**config.mk**
```make
export PLATFORM = sky130hd
export DESIGN_NAME = sdram_port_arbiter_flat
export DESIGN_NICKNAME = d
export VERILOG_FILES = /design/src/rtl/sdram_port_arbiter_pkg.sv /design/src/rtl/sdram_port_arbiter_if.sv /design/src/rtl/sdram_port_arbiter_rr_pick.sv /design/src/rtl/sdram_port_arbiter.sv /design/src/flat_wrapper.sv
export SDC_FILE = /design/constraint.sdc
export NUM_CORES = 1
export LEC_CHECK = 0
export CAP_MARGIN = 20
export CORE_AREA = 2 2 143 145
export CTS_CLUSTER_SIZE = 10
export DETAILED_ROUTE_END_ITERATION = 8
export DIE_AREA = 0 0 145 147
export HOLD_SLACK_MARGIN = 0.05
export PLACE_DENSITY = 0.73
export SLEW_MARGIN = 10
export SYNTH_ARGS = -nofsm -noshare
export SYNTH_HDL_FRONTEND = slang
export SYNTH_SLANG_ARGS = --single-unit
```
**constraint.sdc**
```tcl
create_clock -name fpga_clk -period 7.4 [get_ports fpga_clk]
set_input_delay 1.48 -clock fpga_clk [delete_from_list [all_inputs] [get_ports fpga_clk]]
set_output_delay 1.48 -clock fpga_clk [all_outputs]
set_load 0.1 [all_outputs]
```
**src/rtl/sdram_port_arbiter_pkg.sv**
```systemverilog
`default_nettype none
// +--------------------------------------------------------------------------+
// | Module     : sdram_port_arbiter_pkg                                      |
// | Description: Shared state encodings and width helper for the arbiter.    |
// | Revision   : 1.0 - initial release                                       |
// +--------------------------------------------------------------------------+
package sdram_port_arbiter_pkg;

  typedef enum logic [1:0] {
    ARB_IDLE = 2'b00,
    ARB_BUSY = 2'b01,
    ARB_DONE = 2'b10
  } arb_state_t;

  // Index width for a port count; never narrower than one bit.
  function automatic int idx_width(input int n);
    return (n > 1) ? $clog2(n) : 1;
  endfunction

endpackage
`default_nettype wire

```
**src/rtl/sdram_port_arbiter_if.sv**
```systemverilog
`default_nettype none
// +--------------------------------------------------------------------------+
// | Module     : sdram_port_arbiter_if                                       |
// | Description: Requester-side and controller-side buses of the arbiter.    |
// | Revision   : 1.0 - initial release                                       |
// +--------------------------------------------------------------------------+
interface sdram_port_arbiter_if #(
  parameter int NUM_PORTS       = 4,
  parameter int FPGA_ADDR_WIDTH = 23,
  parameter int FPGA_DATA_WIDTH = 32
);
  logic [NUM_PORTS-1:0]                 p_req;
  logic [NUM_PORTS-1:0]                 p_wr_en;
  logic [NUM_PORTS-1:0]                 p_rd_en;
  logic [NUM_PORTS*FPGA_ADDR_WIDTH-1:0] p_addr;
  logic [NUM_PORTS*FPGA_DATA_WIDTH-1:0] p_wr_data;
  logic [NUM_PORTS-1:0]                 p_ack;
  logic [FPGA_DATA_WIDTH-1:0]           p_rd_data;
  logic                                 m_req;
  logic                                 m_wr_en;
  logic                                 m_rd_en;
  logic [FPGA_ADDR_WIDTH-1:0]           m_addr;
  logic [FPGA_DATA_WIDTH-1:0]           m_wr_data;
  logic [FPGA_DATA_WIDTH-1:0]           m_rd_data;
  logic                                 m_ack;

  // master: the arbiter, which owns the controller command bus
  modport master (
    input  p_req, p_wr_en, p_rd_en, p_addr, p_wr_data, m_rd_data, m_ack,
    output p_ack, p_rd_data, m_req, m_wr_en, m_rd_en, m_addr, m_wr_data
  );

  modport slave (
    output p_req, p_wr_en, p_rd_en, p_addr, p_wr_data, m_rd_data, m_ack,
    input  p_ack, p_rd_data, m_req, m_wr_en, m_rd_en, m_addr, m_wr_data
  );
endinterface
`default_nettype wire

```
**src/rtl/sdram_port_arbiter_rr_pick.sv**
```systemverilog
`default_nettype none
// +--------------------------------------------------------------------------+
// | Module     : sdram_port_arbiter_rr_pick                                  |
// | Description: Combinational round-robin pick starting after last_grant.   |
// | Revision   : 1.0 - initial release                                       |
// +--------------------------------------------------------------------------+
module sdram_port_arbiter_rr_pick #(
  parameter int NUM_PORTS = 4,
  parameter int IDX_W     = 2
) (
  input  logic [NUM_PORTS-1:0] i_req,
  input  logic [IDX_W-1:0]     i_last_grant,
  output logic [IDX_W-1:0]     o_winner,
  output logic                 o_any_req
);

  // Walk from the farthest offset down so the nearest requester wins last.
  always_comb begin
    o_winner  = i_last_grant;
    o_any_req = |i_req;
    for (int k = NUM_PORTS; k >= 1; k--) begin
      int idx;
      idx = int'(i_last_grant) + k;
      if (idx >= NUM_PORTS) idx = idx - NUM_PORTS;
      if (i_req[idx]) o_winner = IDX_W'(idx);
    end
  end

endmodule
`default_nettype wire

```
**src/rtl/sdram_port_arbiter.sv**
```systemverilog
`default_nettype none
// +--------------------------------------------------------------------------+
// | Module     : sdram_port_arbiter                                          |
// | Description: Round-robin sharing of the sdram_controller user port.      |
// |              Define SDRAM_ARB_TIMEOUT_EN to enable the ack watchdog.     |
// | Revision   : 1.0 - initial release                                       |
// +--------------------------------------------------------------------------+
module sdram_port_arbiter
  import sdram_port_arbiter_pkg::*;
#(
  parameter int NUM_PORTS       = 4,
  parameter int FPGA_ADDR_WIDTH = 23,
  parameter int FPGA_DATA_WIDTH = 32,
  parameter int TIMEOUT_CYCLES  = 1024
) (
  input  logic                              fpga_clk,
  input  logic                              fpga_reset,
  sdram_port_arbiter_if.master              bus,
  output logic [idx_width(NUM_PORTS)-1:0]   grant_id,
  output logic                              busy,
  output logic                              timeout_err
);

  localparam int              c_idx_w     = idx_width(NUM_PORTS);
  localparam logic [c_idx_w-1:0] c_last_port = c_idx_w'(NUM_PORTS - 1);

  arb_state_t                 r_state,        w_state_nxt;
  logic [c_idx_w-1:0]         r_last_grant,   w_last_grant_nxt;
  logic [c_idx_w-1:0]         r_grant,        w_grant_nxt;
  logic                       r_m_req,        w_m_req_nxt;
  logic                       r_m_wr_en,      w_m_wr_en_nxt;
  logic                       r_m_rd_en,      w_m_rd_en_nxt;
  logic [FPGA_ADDR_WIDTH-1:0] r_m_addr,       w_m_addr_nxt;
  logic [FPGA_DATA_WIDTH-1:0] r_m_wr_data,    w_m_wr_data_nxt;
  logic [NUM_PORTS-1:0]       r_p_ack,        w_p_ack_nxt;
  logic [FPGA_DATA_WIDTH-1:0] r_p_rd_data,    w_p_rd_data_nxt;
  logic                       r_busy,         w_busy_nxt;
  logic                       r_timeout_err,  w_timeout_err_nxt;

  logic [c_idx_w-1:0]         w_winner;
  logic                       w_any_req;
  logic                       w_sel_wr;
  logic                       w_sel_rd;
  logic [FPGA_ADDR_WIDTH-1:0] w_sel_addr;
  logic [FPGA_DATA_WIDTH-1:0] w_sel_wr_data;
  logic                       w_wdog_expired;

  sdram_port_arbiter_rr_pick #(
    .NUM_PORTS (NUM_PORTS),
    .IDX_W     (c_idx_w)
  ) u_rr_pick (
    .i_req        (bus.p_req),
    .i_last_grant (r_last_grant),
    .o_winner     (w_winner),
    .o_any_req    (w_any_req)
  );

  assign w_sel_wr      = bus.p_wr_en[w_winner];
  assign w_sel_rd      = bus.p_rd_en[w_winner];
  assign w_sel_addr    = bus.p_addr[int'(w_winner)*FPGA_ADDR_WIDTH +: FPGA_ADDR_WIDTH];
  assign w_sel_wr_data = bus.p_wr_data[int'(w_winner)*FPGA_DATA_WIDTH +: FPGA_DATA_WIDTH];

`ifdef SDRAM_ARB_TIMEOUT_EN
  localparam int c_wdog_w = (TIMEOUT_CYCLES > 2) ? $clog2(TIMEOUT_CYCLES) : 1;
  localparam logic [c_wdog_w-1:0] c_wdog_limit = c_wdog_w'(TIMEOUT_CYCLES - 1);

  logic [c_wdog_w-1:0] r_wdog_cnt;

  // Held at zero outside BUSY, so every grant starts a fresh count.
  always_ff @(posedge fpga_clk or posedge fpga_reset) begin
    if (fpga_reset)
      r_wdog_cnt <= '0;
    else if (r_state != ARB_BUSY)
      r_wdog_cnt <= '0;
    else
      r_wdog_cnt <= r_wdog_cnt + c_wdog_w'(1);
  end

  assign w_wdog_expired = (r_state == ARB_BUSY) && (r_wdog_cnt == c_wdog_limit);
`else
  localparam int c_unused_timeout = TIMEOUT_CYCLES;
  assign w_wdog_expired = 1'b0;
`endif

  always_comb begin
    w_state_nxt       = r_state;
    w_last_grant_nxt  = r_last_grant;
    w_grant_nxt       = r_grant;
    w_m_req_nxt       = r_m_req;
    w_m_wr_en_nxt     = r_m_wr_en;
    w_m_rd_en_nxt     = r_m_rd_en;
    w_m_addr_nxt      = r_m_addr;
    w_m_wr_data_nxt   = r_m_wr_data;
    w_p_ack_nxt       = '0;
    w_p_rd_data_nxt   = r_p_rd_data;
    w_timeout_err_nxt = r_timeout_err;

    case (r_state)
      ARB_IDLE: begin
        if (w_any_req) begin
          w_grant_nxt      = w_winner;
          w_last_grant_nxt = w_winner;
          if (w_sel_wr || w_sel_rd) begin
            w_m_req_nxt     = 1'b1;
            w_m_wr_en_nxt   = w_sel_wr;
            w_m_rd_en_nxt   = ~w_sel_wr;
            w_m_addr_nxt    = w_sel_addr;
            w_m_wr_data_nxt = w_sel_wr_data;
            w_state_nxt     = ARB_BUSY;
          end else begin
            // Null op: acknowledge without touching the controller.
            w_p_ack_nxt[w_winner] = 1'b1;
            w_state_nxt           = ARB_DONE;
          end
        end
      end
      ARB_BUSY: begin
        if (bus.m_ack || w_wdog_expired) begin
          w_m_req_nxt          = 1'b0;
          w_m_wr_en_nxt        = 1'b0;
          w_m_rd_en_nxt        = 1'b0;
          w_p_ack_nxt[r_grant] = 1'b1;
          w_state_nxt          = ARB_DONE;
          if (bus.m_ack) begin
            if (r_m_rd_en) w_p_rd_data_nxt = bus.m_rd_data;
          end else begin
            w_p_rd_data_nxt   = '0;
            w_timeout_err_nxt = 1'b1;
          end
        end
      end
      ARB_DONE: w_state_nxt = ARB_IDLE;
      default:  w_state_nxt = ARB_IDLE;
    endcase

    w_busy_nxt = (w_state_nxt != ARB_IDLE);
  end

  always_ff @(posedge fpga_clk or posedge fpga_reset) begin
    if (fpga_reset) begin
      r_state       <= ARB_IDLE;
      r_last_grant  <= c_last_port;
      r_grant       <= '0;
      r_m_req       <= 1'b0;
      r_m_wr_en     <= 1'b0;
      r_m_rd_en     <= 1'b0;
      r_m_addr      <= '0;
      r_m_wr_data   <= '0;
      r_p_ack       <= '0;
      r_p_rd_data   <= '0;
      r_busy        <= 1'b0;
      r_timeout_err <= 1'b0;
    end else begin
      r_state       <= w_state_nxt;
      r_last_grant  <= w_last_grant_nxt;
      r_grant       <= w_grant_nxt;
      r_m_req       <= w_m_req_nxt;
      r_m_wr_en     <= w_m_wr_en_nxt;
      r_m_rd_en     <= w_m_rd_en_nxt;
      r_m_addr      <= w_m_addr_nxt;
      r_m_wr_data   <= w_m_wr_data_nxt;
      r_p_ack       <= w_p_ack_nxt;
      r_p_rd_data   <= w_p_rd_data_nxt;
      r_busy        <= w_busy_nxt;
      r_timeout_err <= w_timeout_err_nxt;
    end
  end

  assign bus.m_req     = r_m_req;
  assign bus.m_wr_en   = r_m_wr_en;
  assign bus.m_rd_en   = r_m_rd_en;
  assign bus.m_addr    = r_m_addr;
  assign bus.m_wr_data = r_m_wr_data;
  assign bus.p_ack     = r_p_ack;
  assign bus.p_rd_data = r_p_rd_data;
  assign grant_id      = r_grant;
  assign busy          = r_busy;
  assign timeout_err   = r_timeout_err;

endmodule
`default_nettype wire
```
**src/flat_wrapper.sv**
```systemverilog
// flat-port wrapper written by rule: the top's interface ports become plain ports
module sdram_port_arbiter_flat import sdram_port_arbiter_pkg::*;
#(
  parameter int NUM_PORTS       = 4,
  parameter int FPGA_ADDR_WIDTH = 23,
  parameter int FPGA_DATA_WIDTH = 32,
  parameter int TIMEOUT_CYCLES  = 1024
)
  (fpga_clk, fpga_reset, grant_id, busy, timeout_err, bus_p_req, bus_p_wr_en, bus_p_rd_en, bus_p_addr, bus_p_wr_data, bus_m_rd_data, bus_m_ack, bus_p_ack, bus_p_rd_data, bus_m_req, bus_m_wr_en, bus_m_rd_en, bus_m_addr, bus_m_wr_data);
  sdram_port_arbiter_if #(.NUM_PORTS(NUM_PORTS), .FPGA_ADDR_WIDTH(FPGA_ADDR_WIDTH), .FPGA_DATA_WIDTH(FPGA_DATA_WIDTH)) bus_i ();
  input  logic fpga_clk;
  input  logic fpga_reset;
  output logic [idx_width(NUM_PORTS)-1:0] grant_id;
  output logic busy;
  output logic timeout_err;
  input wire logic [$bits(bus_i.p_req)-1:0] bus_p_req;
  input wire logic [$bits(bus_i.p_wr_en)-1:0] bus_p_wr_en;
  input wire logic [$bits(bus_i.p_rd_en)-1:0] bus_p_rd_en;
  input wire logic [$bits(bus_i.p_addr)-1:0] bus_p_addr;
  input wire logic [$bits(bus_i.p_wr_data)-1:0] bus_p_wr_data;
  input wire logic [$bits(bus_i.m_rd_data)-1:0] bus_m_rd_data;
  input wire logic [$bits(bus_i.m_ack)-1:0] bus_m_ack;
  output wire logic [$bits(bus_i.p_ack)-1:0] bus_p_ack;
  output wire logic [$bits(bus_i.p_rd_data)-1:0] bus_p_rd_data;
  output wire logic [$bits(bus_i.m_req)-1:0] bus_m_req;
  output wire logic [$bits(bus_i.m_wr_en)-1:0] bus_m_wr_en;
  output wire logic [$bits(bus_i.m_rd_en)-1:0] bus_m_rd_en;
  output wire logic [$bits(bus_i.m_addr)-1:0] bus_m_addr;
  output wire logic [$bits(bus_i.m_wr_data)-1:0] bus_m_wr_data;
  assign bus_i.p_req = bus_p_req;
  assign bus_i.p_wr_en = bus_p_wr_en;
  assign bus_i.p_rd_en = bus_p_rd_en;
  assign bus_i.p_addr = bus_p_addr;
  assign bus_i.p_wr_data = bus_p_wr_data;
  assign bus_i.m_rd_data = bus_m_rd_data;
  assign bus_i.m_ack = bus_m_ack;
  assign bus_p_ack = bus_i.p_ack;
  assign bus_p_rd_data = bus_i.p_rd_data;
  assign bus_m_req = bus_i.m_req;
  assign bus_m_wr_en = bus_i.m_wr_en;
  assign bus_m_rd_en = bus_i.m_rd_en;
  assign bus_m_addr = bus_i.m_addr;
  assign bus_m_wr_data = bus_i.m_wr_data;
  sdram_port_arbiter #(.NUM_PORTS(NUM_PORTS), .FPGA_ADDR_WIDTH(FPGA_ADDR_WIDTH), .FPGA_DATA_WIDTH(FPGA_DATA_WIDTH), .TIMEOUT_CYCLES(TIMEOUT_CYCLES)) u_core (.fpga_clk(fpga_clk), .fpga_reset(fpga_reset), .bus(bus_i), .grant_id(grant_id), .busy(busy), .timeout_err(timeout_err));
endmodule
```
== After elaboration in Yosys (flattened, before gate mapping) ==
Index checks and enable logic that the tools add are counted.
Operators by class
  order comparisons: 12
  reductions and logical operators: 11
  multiply operators: 1
  bitwise operators: 1
  multiplexer cells: 46
  equal/unequal tests: 4
  shift-type cells: 2
  $add $sub $neg: 8
Operator list (count)
  < comparator 32 x 4 -> 1 bit, second input constant: 4
  two-way mux 32 bit: 4
  variable part select 128 x 8 -> 32 bit: 1
  variable part select 92 x 32 -> 23 bit: 1
  two-way mux 1 bit: 19
  two-way mux 2 bit: 7
  binary-select mux 1 bit (select 2 bit): 6
  two-way mux 4 bit: 3
  subtractor 3 x 3 -> 4 bit, second input constant: 3
  greater-or-equal comparator 3 bit, second input constant: 3
  one-hot mux 4 bit (2 select lines): 1
  multiplier 2 x 5 -> 7 bit, second input constant: 1
  adder 2 x 2 -> 3 bit, second input constant: 2
  < comparator 2 x 3 -> 1 bit, second input constant: 2
  one-hot mux 1 bit (2 select lines): 3
  AND reduction 3 bit: 2
  subtractor 4 x 3 -> 5 bit, second input constant: 1
  adder 2 x 3 -> 4 bit, second input constant: 1
  demux 1 bit (select 2 bit): 2
  greater-or-equal comparator 2 x 1 -> 1 bit, second input constant: 2
  greater-or-equal comparator 4 x 3 -> 1 bit, second input constant: 1
  inequality test 2 bit, second input constant: 2
  one-hot mux 2 bit (2 select lines): 1
  AND reduction 4 bit: 1
  other kinds (10): 12
Word-level totals
  input bits: 267
  register bits after elaboration: 101
  output and inout port bits: 98
  logic and storage cells: 96

== Depth between registers and ports, before layout ==
Gate-level depths: netlist (run 1).
  depth in word-level cells: 17
  gate-level depth with buffers: 8
  gate-level depth less buffers: 6

== Hierarchy ==
A second synthesis (run 1) with hierarchy kept.
Second synthesis, totals
  cells, all modules: 321
  area total of the unflattened synthesis: 5251.3 µm²
By module, submodules not included
  sdram_port_arbiter: seq. area each 2529.9 µm², area each 5168.7 µm², times used 1, cells an instance 307
  sdram_port_arbiter_rr_pick: seq. area each 0.0 µm², area each 82.6 µm², times used 1, cells an instance 14

== Least setup slack after synthesis (run 1) ==
OpenSTA, ideal clock, no wires.
  path kind: in2reg
  from: in bus_p_req[3]
  to: reg u_core.r_m_addr[0], in the netlist u_core.bus.m_addr[0]
  required time: 7272 ps
  buffers on the path: 2
  stages on the path: 8
  data arrival time: 3363 ps
  path slack: 3909 ps
  setup time: 128 ps
  cell sequence: or3_1 -> o21a_1 -> and3_1 -> o32a_1 -> o21ai_2 -> buf_6 -> buf_8 -> mux2_1
Between the ends
  longest elaborated chain between the ends: 11
  elaborated cells on any way between the ends: 25
  classes of those cells: mul: 1; shift: 1; mux: 20; reduce/logical: 3
RTL lines
  from (decl): RTL line flat_wrapper.sv:16  | input wire logic [$bits(bus_i.p_req)-1:0] bus_p_req;
  branches (longest 11 deep; another with multiplier 2 x 5 -> 7 bit)
  to (signal assigned): RTL line sdram_port_arbiter.sv:160  | r_m_addr <= w_m_addr_nxt;
  to (decl): RTL line sdram_port_arbiter.sv:33  | logic [FPGA_ADDR_WIDTH-1:0] r_m_addr, w_m_addr_nxt;
Parallel ways; which one is timed is not known. The select of a mux whose other input is x is not followed.
A chain may end at the register's enable or synchronous reset.

== Worst setup path after layout (run 1) ==
  from: in bus_p_req[3]
  to: reg u_core.r_m_wr_data[13], in the netlist u_core.bus.m_wr_data[13]
Between the ends
  longest elaborated chain between the ends: 11
  elaborated cells on any way between the ends: 24
  classes of those cells: shift: 1; mux: 20; reduce/logical: 3
RTL lines
  branches (longest 11 deep; another with variable part select 128 x 8 -> 32 bit)
  to (signal assigned): RTL line sdram_port_arbiter.sv:161  | r_m_wr_data <= w_m_wr_data_nxt;
  to (decl): RTL line sdram_port_arbiter.sv:34  | logic [FPGA_DATA_WIDTH-1:0] r_m_wr_data, w_m_wr_data_nxt;
Parallel ways; which one is timed is not known. The select of a mux whose other input is x is not followed.

==> results of run 1 <==
==> metal layers <==
| metal | vias to the layer above | part of all wire |
|---|---|---|
| met1 | 2770 | 0.40 |
| met3 | 38 | 0.067 |
| li1 | 2799 | - |
| met4 | 0 | 0.027 |
| met5 | - | 0 |
| met2 | 265 | 0.51 |
==> through the flow <==
step,area [sq um],std cells,util
6_report,9950,1187,0.502
5_1_grt,9950,1187,0.502
3_3_place_gp,9650,1170,0.486
3_5_place_dp,9650,1170,0.486
4_1_cts,9930,1186,0.501
2_1_floorplan,5830,581,-
==> registers in the layout, summed over array words and instances (netlist names) <==
| name | count |
|---|---|
| u_core.bus.m_req | 1 |
| u_core.bus.m_rd_en | 1 |
| u_core.grant_id | 2 |
| u_core.r_last_grant | 2 |
| u_core.bus.m_wr_data | 32 |
| u_core.bus.m_wr_en | 1 |
| u_core.bus.m_addr | 23 |
| u_core.busy | 1 |
| u_core.bus.p_rd_data | 32 |
| u_core.bus.p_ack | 4 |
| u_core.r_state | 2 |
==> cells by family (layout without fill, tap and decap cells) <==
group / Yosys count / after routing
AND/OR/NAND/NOR: 193 / 193
AO/OA/AOI/OAI: 140 / 140
flip-flops: 101 / 101
multiplexers: 88 / 88
buffers and inverters: 58 / 394
other: 1 / 1
==> layout by cell type, fill, tap and decap left out, drive strengths merged, types with 2 or more instances in the layout <==
cell | netlist | routed
o21a | 6 | 6
o211ai | 2 | 2
dfrtp | 99 | 99
clkinv | 0 | 4
dfstp | 2 | 2
nor2 | 2 | 2
a31oi | 55 | 55
inv | 4 | 6
o32ai | 5 | 5
nand3 | 3 | 3
o32a | 2 | 2
a22o | 3 | 3
nor2b | 2 | 2
and2 | 2 | 2
a211oi | 55 | 55
mux2 | 87 | 87
nor3 | 2 | 2
o21ai | 4 | 4
or3 | 3 | 3
a21boi | 5 | 5
buf | 17 | 11
nand2 | 115 | 115
nand2b | 4 | 4
clkdlybuf4s50 | 0 | 363
and3 | 57 | 57
clkbuf | 37 | 9
==> worst paths after layout <==
path,depth (start not counted),start,slack (ns),endpoint
setup / recovery,8,bus_p_req[3],2.83,u_core.bus.m_wr_data[13]
hold / removal,1,u_core.bus.m_addr[1],0.49,u_core.bus.m_addr[1]
setup reg to reg,7,u_core.r_last_grant[1],4.00,u_core.bus.m_wr_data[13]
hold reg to reg,1,u_core.bus.m_addr[1],0.49,u_core.bus.m_addr[1]
max in group asynchronous,3,fpga_reset,4.66,u_core.bus.m_wr_data[1]
min in group asynchronous,2,fpga_reset,1.52,u_core.bus.m_wr_data[3]
==> synth_stat cells, types with 3 or more instances <==
| library cell | count |
|---|---|
| mux2_1 | 9 |
| nand2b_1 | 4 |
| nand2_1 | 115 |
| a21boi_0 | 5 |
| or3_1 | 3 |
| a22o_1 | 3 |
| o32ai_1 | 5 |
| dfrtp_1 | 99 |
| mux2_4 | 30 |
| a211oi_1 | 55 |
| clkbuf_1 | 37 |
| nand3_1 | 3 |
| mux2_2 | 48 |
| buf_12 | 3 |
| a31oi_1 | 55 |
| buf_1 | 10 |
| inv_1 | 4 |
| o21a_1 | 6 |
| and3_1 | 57 |
==> critical path, cell delays in order <==
cell	delay (ns)
clkdlybuf4s50_1	0.56
nor2b_1	0.12
o21ai_4	0.70
nand2_4	0.54
buf_4	0.50
a211oi_1	0.42
a31oi_1	0.10
mux2_4	0.30
==> final cells by class <==
class                   count  share of cell area
repair buffers            374               0.376
multi-input cells         422               0.306
flip-flops and latches    101               0.254
well taps                 270              0.0339
clock buffers               9              0.0226
clock inverters             7             0.00591
inverters                   4             0.00176
==> results_dict.tcl, run 1 <==
set metrics [dict create \
    htreeDepth 3 \
    cts_tree "built" \
    fin_worst_skew_ns 0.0107 \
    viasPerCell 4.95 \
    grt_pass1_wl_mm 32.9 \
    synth_xor_area_frac 0 \
    cts-hold-fix-buffers 0 \
    die-width_um 145 \
    crit_fanout 63 \
    synth.avg_cell_area_sq_um 10.0 \
    port_buffers 363 \
    max_cap_violations 0 \
    grt_max_degree 66 \
    worst-setup-path-type "in -> reg" \
    drc_errors 0 \
    fill_cells 1797 \
    seqCellArea_sq_um 2530 \
    wl_per_cell_um 17.7 \
    dr.first_iter.drc_count 336 \
    setup_slack_ns 2.83 \
    crit_path_start_kind "primary input" \
    status "complete, no violations" \
    synth_top_area_cell "dfrtp_1" \
    placementRows 52 \
    wl_mm 21.1 \
    tightest_slew_ns 1.07 \
    use_met1 0.232 \
    grt_use_met2 0.346 \
    synth_fa_ha_area_frac 0 \
    cp.required_ns 7.63 \
    muxShareOfSynthArea 0.189 \
    synth_edf_count 0 \
    netlist.area_leader.share 0.425 \
    cts_resized 0 \
    synth_ff_type "dfrtp_1" \
    syn_area_sq_um 5830 \
    drt_pass1_iterations 5 \
    setup_viol 0 \
    dieArea_sq_um 21300 \
    insertion_delay_ns 0.35 \
    postRouteAntennaNets 0 \
    post_cts_buffers 0 \
    multi_input_area_sq_um 3040 \
    clock_sinks 101 \
    final_hold_viol_count 0 \
    clock.fmax_mhz 219 \
    maxSlewViolCount 0 \
    drive_gt1_frac 0.125 \
    holdWs_ns 0.494 \
    yosysUniqueCellTypes 40 \
    hpwlAfterDp_mm 16.1 \
    cts_root_buf "clkbuf_16" \
    path_clk_slew_ns 0.07 \
    synthToLayoutAreaGrowth_pct 70.7 \
    yosysWarnings 0 \
    vias 5872 \
    timing.setup.tns_ns 0 \
    synthSimpleGateAreaFrac 0.156 \
    critPathCaptureType "flip-flop" \
    hp-class "reg -> reg" \
    cts_max_path_buffers 2 \
    die_h_um 147 \
    grt_antenna_before_repair 0 \
    synth_compound_area_frac 0.170 \
    arrival_ns 4.79 \
    max_slew_margin 0.285 \
    diodes 0 \
    numCtsBuffers 9 \
    grt_use_total 0.194 \
    synthArstFlopShare 1.00 \
    top_usage_layer "met2" \
    period_share 0.617 \
    synth_fp_nets 848 \
    synth_seq_cells 101 \
    synth_sequential_area_ratio 0.434 \
    netlist_instances 581 \
    grt_pass1_vias 5960 \
    core-area_sq_um 19800 \
    met3_usage 0.0379 \
    rsz0062_at_grt "no" \
    initial_core_util 0.294 \
    preCtsSetupSlack_ns 2.10 \
    min_period_ns 4.57 \
    place_congestion 0.860 \
    gr-total-overflow 0 \
    synth_top_family_by_area "multiplexers" \
    ioPinCount 365 \
    nets 1179 \
    ys_top_cells_by_area "dfrtp_1 42%, mux2_2 9.3%, mux2_4 7.7%" \
]
Power of run 1 is left out: the tool's default activity adds up to more than one toggle a clock period on the data nets, which glitch-free logic cannot reach.
==> run 2, diff against run 1 <==
--- a/config.mk
+++ b/config.mk
@@ -6,12 +6,12 @@
 export NUM_CORES = 1
 export LEC_CHECK = 0
 export CAP_MARGIN = 20
-export CORE_AREA = 2 2 143 145
+export CORE_AREA = 2 2 142 144
 export CTS_CLUSTER_SIZE = 10
 export DETAILED_ROUTE_END_ITERATION = 8
-export DIE_AREA = 0 0 145 147
+export DIE_AREA = 0 0 144 146
 export HOLD_SLACK_MARGIN = 0.05
-export PLACE_DENSITY = 0.73
+export PLACE_DENSITY = 0.76
 export SLEW_MARGIN = 10
 export SYNTH_ARGS = -nofsm -noshare
 export SYNTH_HDL_FRONTEND = slang
==> constraint.sdc (replaced) <==
create_clock -name fpga_clk -period 3.8 [get_ports fpga_clk]
set_input_delay 0.76 -clock fpga_clk [delete_from_list [all_inputs] [get_ports fpga_clk]]
set_output_delay 0.76 -clock fpga_clk [all_outputs]
set_load 0.1 [all_outputs]
==> run 2 against run 1 <==
Global-route usage grew 0.28 points. Design area grew 1.3%. Sequential share of layout area shrank 0.33 points. Sequential cell count is the same. Non-clock buffer count grew 7. Register-to-register slack lost 3.0 ns. Critical endpoint is now u_core.bus.m_addr[4]. Highest routed layer unchanged.
==> results_dict.tcl, run 2 (synthesized netlist as in run 1, its figures left out) <==
set metrics [dict create \
    status "complete, no violations" \
    gr-total-overflow 0 \
    wl_mm 21.2 \
    postRouteAntennaNets 0 \
    die_h_um 146 \
    min_period_ns 3.18 \
    hp-class "reg -> reg" \
    htreeDepth 3 \
    critPathCaptureType "flip-flop" \
    max_slew_margin 0.301 \
    period_share 0.836 \
    timing.setup.tns_ns 0 \
    clock.fmax_mhz 315 \
    place_congestion 0.875 \
    drive_gt1_frac 0.132 \
    vias 5918 \
    dr.first_iter.drc_count 312 \
    hpwlAfterDp_mm 16.3 \
    core-area_sq_um 19300 \
    post_cts_buffers 0 \
    synthToLayoutAreaGrowth_pct 72.9 \
    grt_use_total 0.197 \
    cts_max_path_buffers 2 \
    cts_tree "built" \
    placed_area_sq_um 9760 \
    die-width_um 144 \
    grt_max_degree 73 \
    fill_cells 1767 \
    ioPinCount 365 \
    arrival_ns 3.41 \
    final_area_sq_um 10100 \
    final_common_cell "clkdlybuf4s50_1" \
    layout_common_cells "363 x clkdlybuf4s50_1, 114 x nand2_1, 99 x dfrtp_1" \
    grt_pass1_wl_mm 32.3 \
    clock_sinks 101 \
    holdWs_ns 0.498 \
    drt_pass1_iterations 4 \
    worst-setup-path-type "in -> reg" \
    viasPerCell 4.97 \
    insertion_delay_ns 0.34 \
    fin_worst_skew_ns 0.0107 \
    grt_antenna_before_repair 1 \
    path_clk_slew_ns 0.08 \
    final_hold_viol_count 0 \
    port_buffers 363 \
    dieArea_sq_um 21000 \
    grt_pass1_vias 5990 \
    numCtsBuffers 9 \
    placementRows 51 \
    nets 1186 \
    tightest_slew_ns 1.05 \
    cts_root_buf "clkbuf_16" \
    max_cap_violations 0 \
    maxSlewViolCount 0 \
    wl_per_cell_um 17.8 \
    cts-hold-fix-buffers 0 \
    crit_fanout 44 \
    cp.required_ns 4.03 \
    initial_core_util 0.302 \
    drc_errors 0 \
    cts_resized 0 \
    rsz0062_at_grt "no" \
    crit_path_start_kind "primary input" \
    setup_viol 0 \
    final_core_util 0.522 \
]
==> run 2: cell types whose count changed in the layout (fill, tap and decap cells not counted) <==
cell	change
buf_12	+4
buf_4	+3
clkinv_4	-2
bufinv_16	+1
clkbuf_8	+1
clkinv_2	-1
diode_2	+1
inv_8	+1
==> run 2: layout make-up <==
class,count,area [sq um],area share
Antenna cell,1,2.50,0.000248
Clock buffer,10,239,0.0237
Clock inverter,6,77.6,0.00769
Inverter,4,17.5,0.00174
Multi-Input combinational cell,422,3040,0.302
Sequential cell,101,2530,0.251
Tap cell,265,332,0.0329
Timing Repair Buffer,381,3840,0.381
==> run 2: critical path, cell delays in order <==
cell and delay (ns):
clkdlybuf4s50_1 0.56, and2_1 0.21, o21a_2 0.20, buf_4 0.31, a21boi_0 0.15, o32a_1 0.29, o21ai_4 0.21, buf_12 0.28
mux2_1 0.36
==> run 2: path summary, 6_finish.rpt <==
| path | cells past startpoint | to | slack, ns | startpoint |
|---|---|---|---|---|
| setup reg to reg | 8 | u_core.bus.m_addr[4] | 0.98 | u_core.r_last_grant[1] |
| setup / recovery | 9 | u_core.bus.m_addr[4] | 0.62 | bus_p_req[3] |
| min in group asynchronous | 2 | u_core.bus.p_rd_data[7] | 0.85 | fpga_reset |
| hold reg to reg | 1 | u_core.bus.m_addr[5] | 0.50 | u_core.bus.m_addr[5] |
| hold / removal | 1 | u_core.bus.m_addr[5] | 0.50 | u_core.bus.m_addr[5] |
| max in group asynchronous | 3 | u_core.r_last_grant[0] | 2.17 | fpga_reset |
==> run 2: through the flow <==
| stage | worst slack [ns] | instances |
|---|---|---|
| after global placement | 0.356 | 1173 |
| after floorplan | 0.396 | 581 |
| after global routing | 0.479 | 1190 |
| after detailed placement | 0.281 | 1173 |
| final | 0.623 | 1190 |
| after CTS | 0.659 | 1189 |
==> run 2: metal layers <==
metal / GRT usage / wire [um] / up-vias
met1: 0.232 / 8250 / 2808
met3: 0.0487 / 1760 / 31
met5: 0 / 0 / -
met4: 0.0642 / 463 / 0
met2: 0.348 / 10700 / 272
li1: - / - / 2807
Power of run 2 is left out for the same reason.
==> run 3, diff against run 2 <==
--- a/config.mk
+++ b/config.mk
@@ -6,12 +6,12 @@
 export NUM_CORES = 1
 export LEC_CHECK = 0
 export CAP_MARGIN = 20
-export CORE_AREA = 2 2 142 144
+export CORE_AREA = 2 2 143 145
 export CTS_CLUSTER_SIZE = 10
 export DETAILED_ROUTE_END_ITERATION = 8
-export DIE_AREA = 0 0 144 146
+export DIE_AREA = 0 0 145 147
 export HOLD_SLACK_MARGIN = 0.05
-export PLACE_DENSITY = 0.76
+export PLACE_DENSITY = 0.73
 export SLEW_MARGIN = 10
 export SYNTH_ARGS = -nofsm -noshare
 export SYNTH_HDL_FRONTEND = slang
==> constraint.sdc (replaced) <==
create_clock -name fpga_clk -period 3.3 [get_ports fpga_clk]
set_input_delay 0.66 -clock fpga_clk [delete_from_list [all_inputs] [get_ports fpga_clk]]
set_output_delay 0.66 -clock fpga_clk [all_outputs]
set_load 0.1 [all_outputs]
==> run 3 against run 2 <==
Sequential share of layout area grew 0.45 points. Die area grew 1.4%. Core utilization decreased by 2.2 points. Sequential cell count did not move. First-iteration DRC count shrank 30%. Routed wire length rose by 0.42%. Via count rose by 0.86%. Global-route usage decreased by 0.39 points. Clock skew down 0.00081 ns. Design area down 1.8%. Critical endpoint unchanged. Largest cell class unchanged.
==> results_dict.tcl, run 3 (synthesized netlist as in run 1, its figures left out) <==
set metrics [dict create \
    wl_mm 21.3 \
    drt_pass1_iterations 4 \
    diodes 0 \
    vias 5969 \
    grt_pass1_vias 5965 \
    cts_max_path_buffers 2 \
    max_slew_margin 0.637 \
    final_common_cell "clkdlybuf4s50_1" \
    synthToLayoutAreaGrowth_pct 69.9 \
    dr.first_iter.drc_count 218 \
    setup_viol 0 \
    hpwlAfterDp_mm 16.7 \
    die_h_um 147 \
    cts-hold-fix-buffers 0 \
    postRouteAntennaNets 0 \
    cts_resized 0 \
    htreeDepth 3 \
    max_cap_violations 0 \
    cts_tree "built" \
    maxSlewViolCount 0 \
    min_period_ns 2.99 \
    worst-setup-path-type "in -> reg" \
    clock_sinks 101 \
    reg2reg_from "u_core.r_last_grant[1]" \
    grt_pass1_wl_mm 32.6 \
    port_buffers 363 \
    worst_path_max_delay_cell "clkdlybuf4s50_1" \
    grt_use_total 0.193 \
    gr-total-overflow 0 \
    clock.fmax_mhz 334 \
    crit_end "u_core.bus.m_addr[4]" \
    status "complete, no violations" \
    place_congestion 0.838 \
    initial_core_util 0.294 \
    hp-class "reg -> reg" \
    path_depth 8 \
    drc_errors 0 \
    r2r_setup_slack_ns 0.50 \
    cts_root_buf "clkbuf_16" \
    startpoint "bus_p_req[3]" \
    path_clk_slew_ns 0.07 \
    numCtsBuffers 9 \
    placementRows 52 \
    path_buf_inv 2 \
    critPathCaptureType "flip-flop" \
    arrival_ns 3.20 \
    viasPerCell 4.97 \
    final_hold_viol_count 0 \
    r2r_end "u_core.bus.m_addr[4]" \
    ioPinCount 365 \
    critPathMaxStageDelay_ns 0.49 \
    fin_worst_skew_ns 0.00986 \
    placed_area_sq_um 9600 \
    wl_per_cell_um 17.7 \
    grt_antenna_before_repair 1 \
    critical-path-top-delay-family "compound AO/OA/AOI/OAI gates" \
    dieArea_sq_um 21300 \
    crit_fanout 28 \
    tightest_slew_ns 0.544 \
    period_share 0.906 \
    drive_gt1_frac 0.242 \
    crit_chain "clkdlybuf4s50_1, or3_1, o21a_2, and3_1, o32a_1, o21ai_4, buf_12, mux2_1" \
    layout_common_cells "266 x clkdlybuf4s50_1, 114 x nand2_1, 113 x buf_4" \
    reg2reg_depth 7 \
    core-area_sq_um 19800 \
    holdWs_ns 0.497 \
    crit_path_start_kind "primary input" \
    insertion_delay_ns 0.34 \
    nets 1192 \
    post_cts_buffers 0 \
    rsz0062_at_grt "no" \
    grt_max_degree 102 \
    cp.required_ns 3.51 \
    die-width_um 145 \
    final_area_sq_um 9910 \
]
-- run 3: changes by cell type in the layout (fill, tap and decap cells not counted), moves of 2 or more --
cell	delta
clkdlybuf4s50_1	-97
buf_4	+101
clkinv_4	+2
buf_12	+2
-- run 3: worst min path at each step --
stage	start	depth (start not counted)	to	slack [ns]
5_1_grt	u_core.bus.m_addr[3]	1	u_core.bus.m_addr[3]	0.51
3_5_place_dp	u_core.bus.m_addr[3]	1	u_core.bus.m_addr[3]	0.48
2_1_floorplan	u_core.r_state[0]	2	u_core.busy	0.53
4_1_cts	u_core.bus.m_addr[3]	1	u_core.bus.m_addr[3]	0.50
3_3_place_gp	u_core.bus.m_addr[3]	1	u_core.bus.m_addr[3]	0.48
6_report	u_core.bus.m_addr[3]	1	u_core.bus.m_addr[3]	0.50
-- run 3: layer usage --
| metal | global-route usage | vias to the layer above | wire, um |
|---|---|---|---|
| li1 | - | 2821 | - |
| met1 | 0.238 | 2836 | 8710 |
| met2 | 0.327 | 271 | 10400 |
| met3 | 0.0466 | 39 | 1540 |
| met4 | 0.0757 | 2 | 603 |
| met5 | 0 | - | 12 |
-- run 3: per-stage QoR --
step                      setup WS (ns)  utilization  std cells  setup TNS [ns]
after floorplan                   0.629            -        581               0
after global placement           0.0735        0.484       1184               0
after detailed placement      -0.000672        0.484       1184       -0.000672
after CTS                         0.363        0.499       1200               0
after global routing              0.201        0.499       1200               0
final                             0.310        0.499       1200               0
-- run 3: worst reg2reg max path: stages (launching register included) --
cell and delay, ns:
dfstp_2 0.64, mux2i_1 0.24, nor2_1 0.12, or3_1 0.37
o32a_1 0.42, o21ai_4 0.23, buf_12 0.25, mux2_1 0.41
-- run 3: final cells by class --
| type | instances | area [sq um] |
|---|---|---|
| Timing Repair Buffer | 387 | 3670 |
| Clock buffer | 9 | 225 |
| Clock inverter | 7 | 81.3 |
| Multi-Input combinational cell | 422 | 3040 |
| Sequential cell | 101 | 2530 |
| Inverter | 4 | 18.8 |
| Tap cell | 270 | 338 |
| Fill cell | 1824 | 9940 |
Power of run 3 is left out for the same reason.
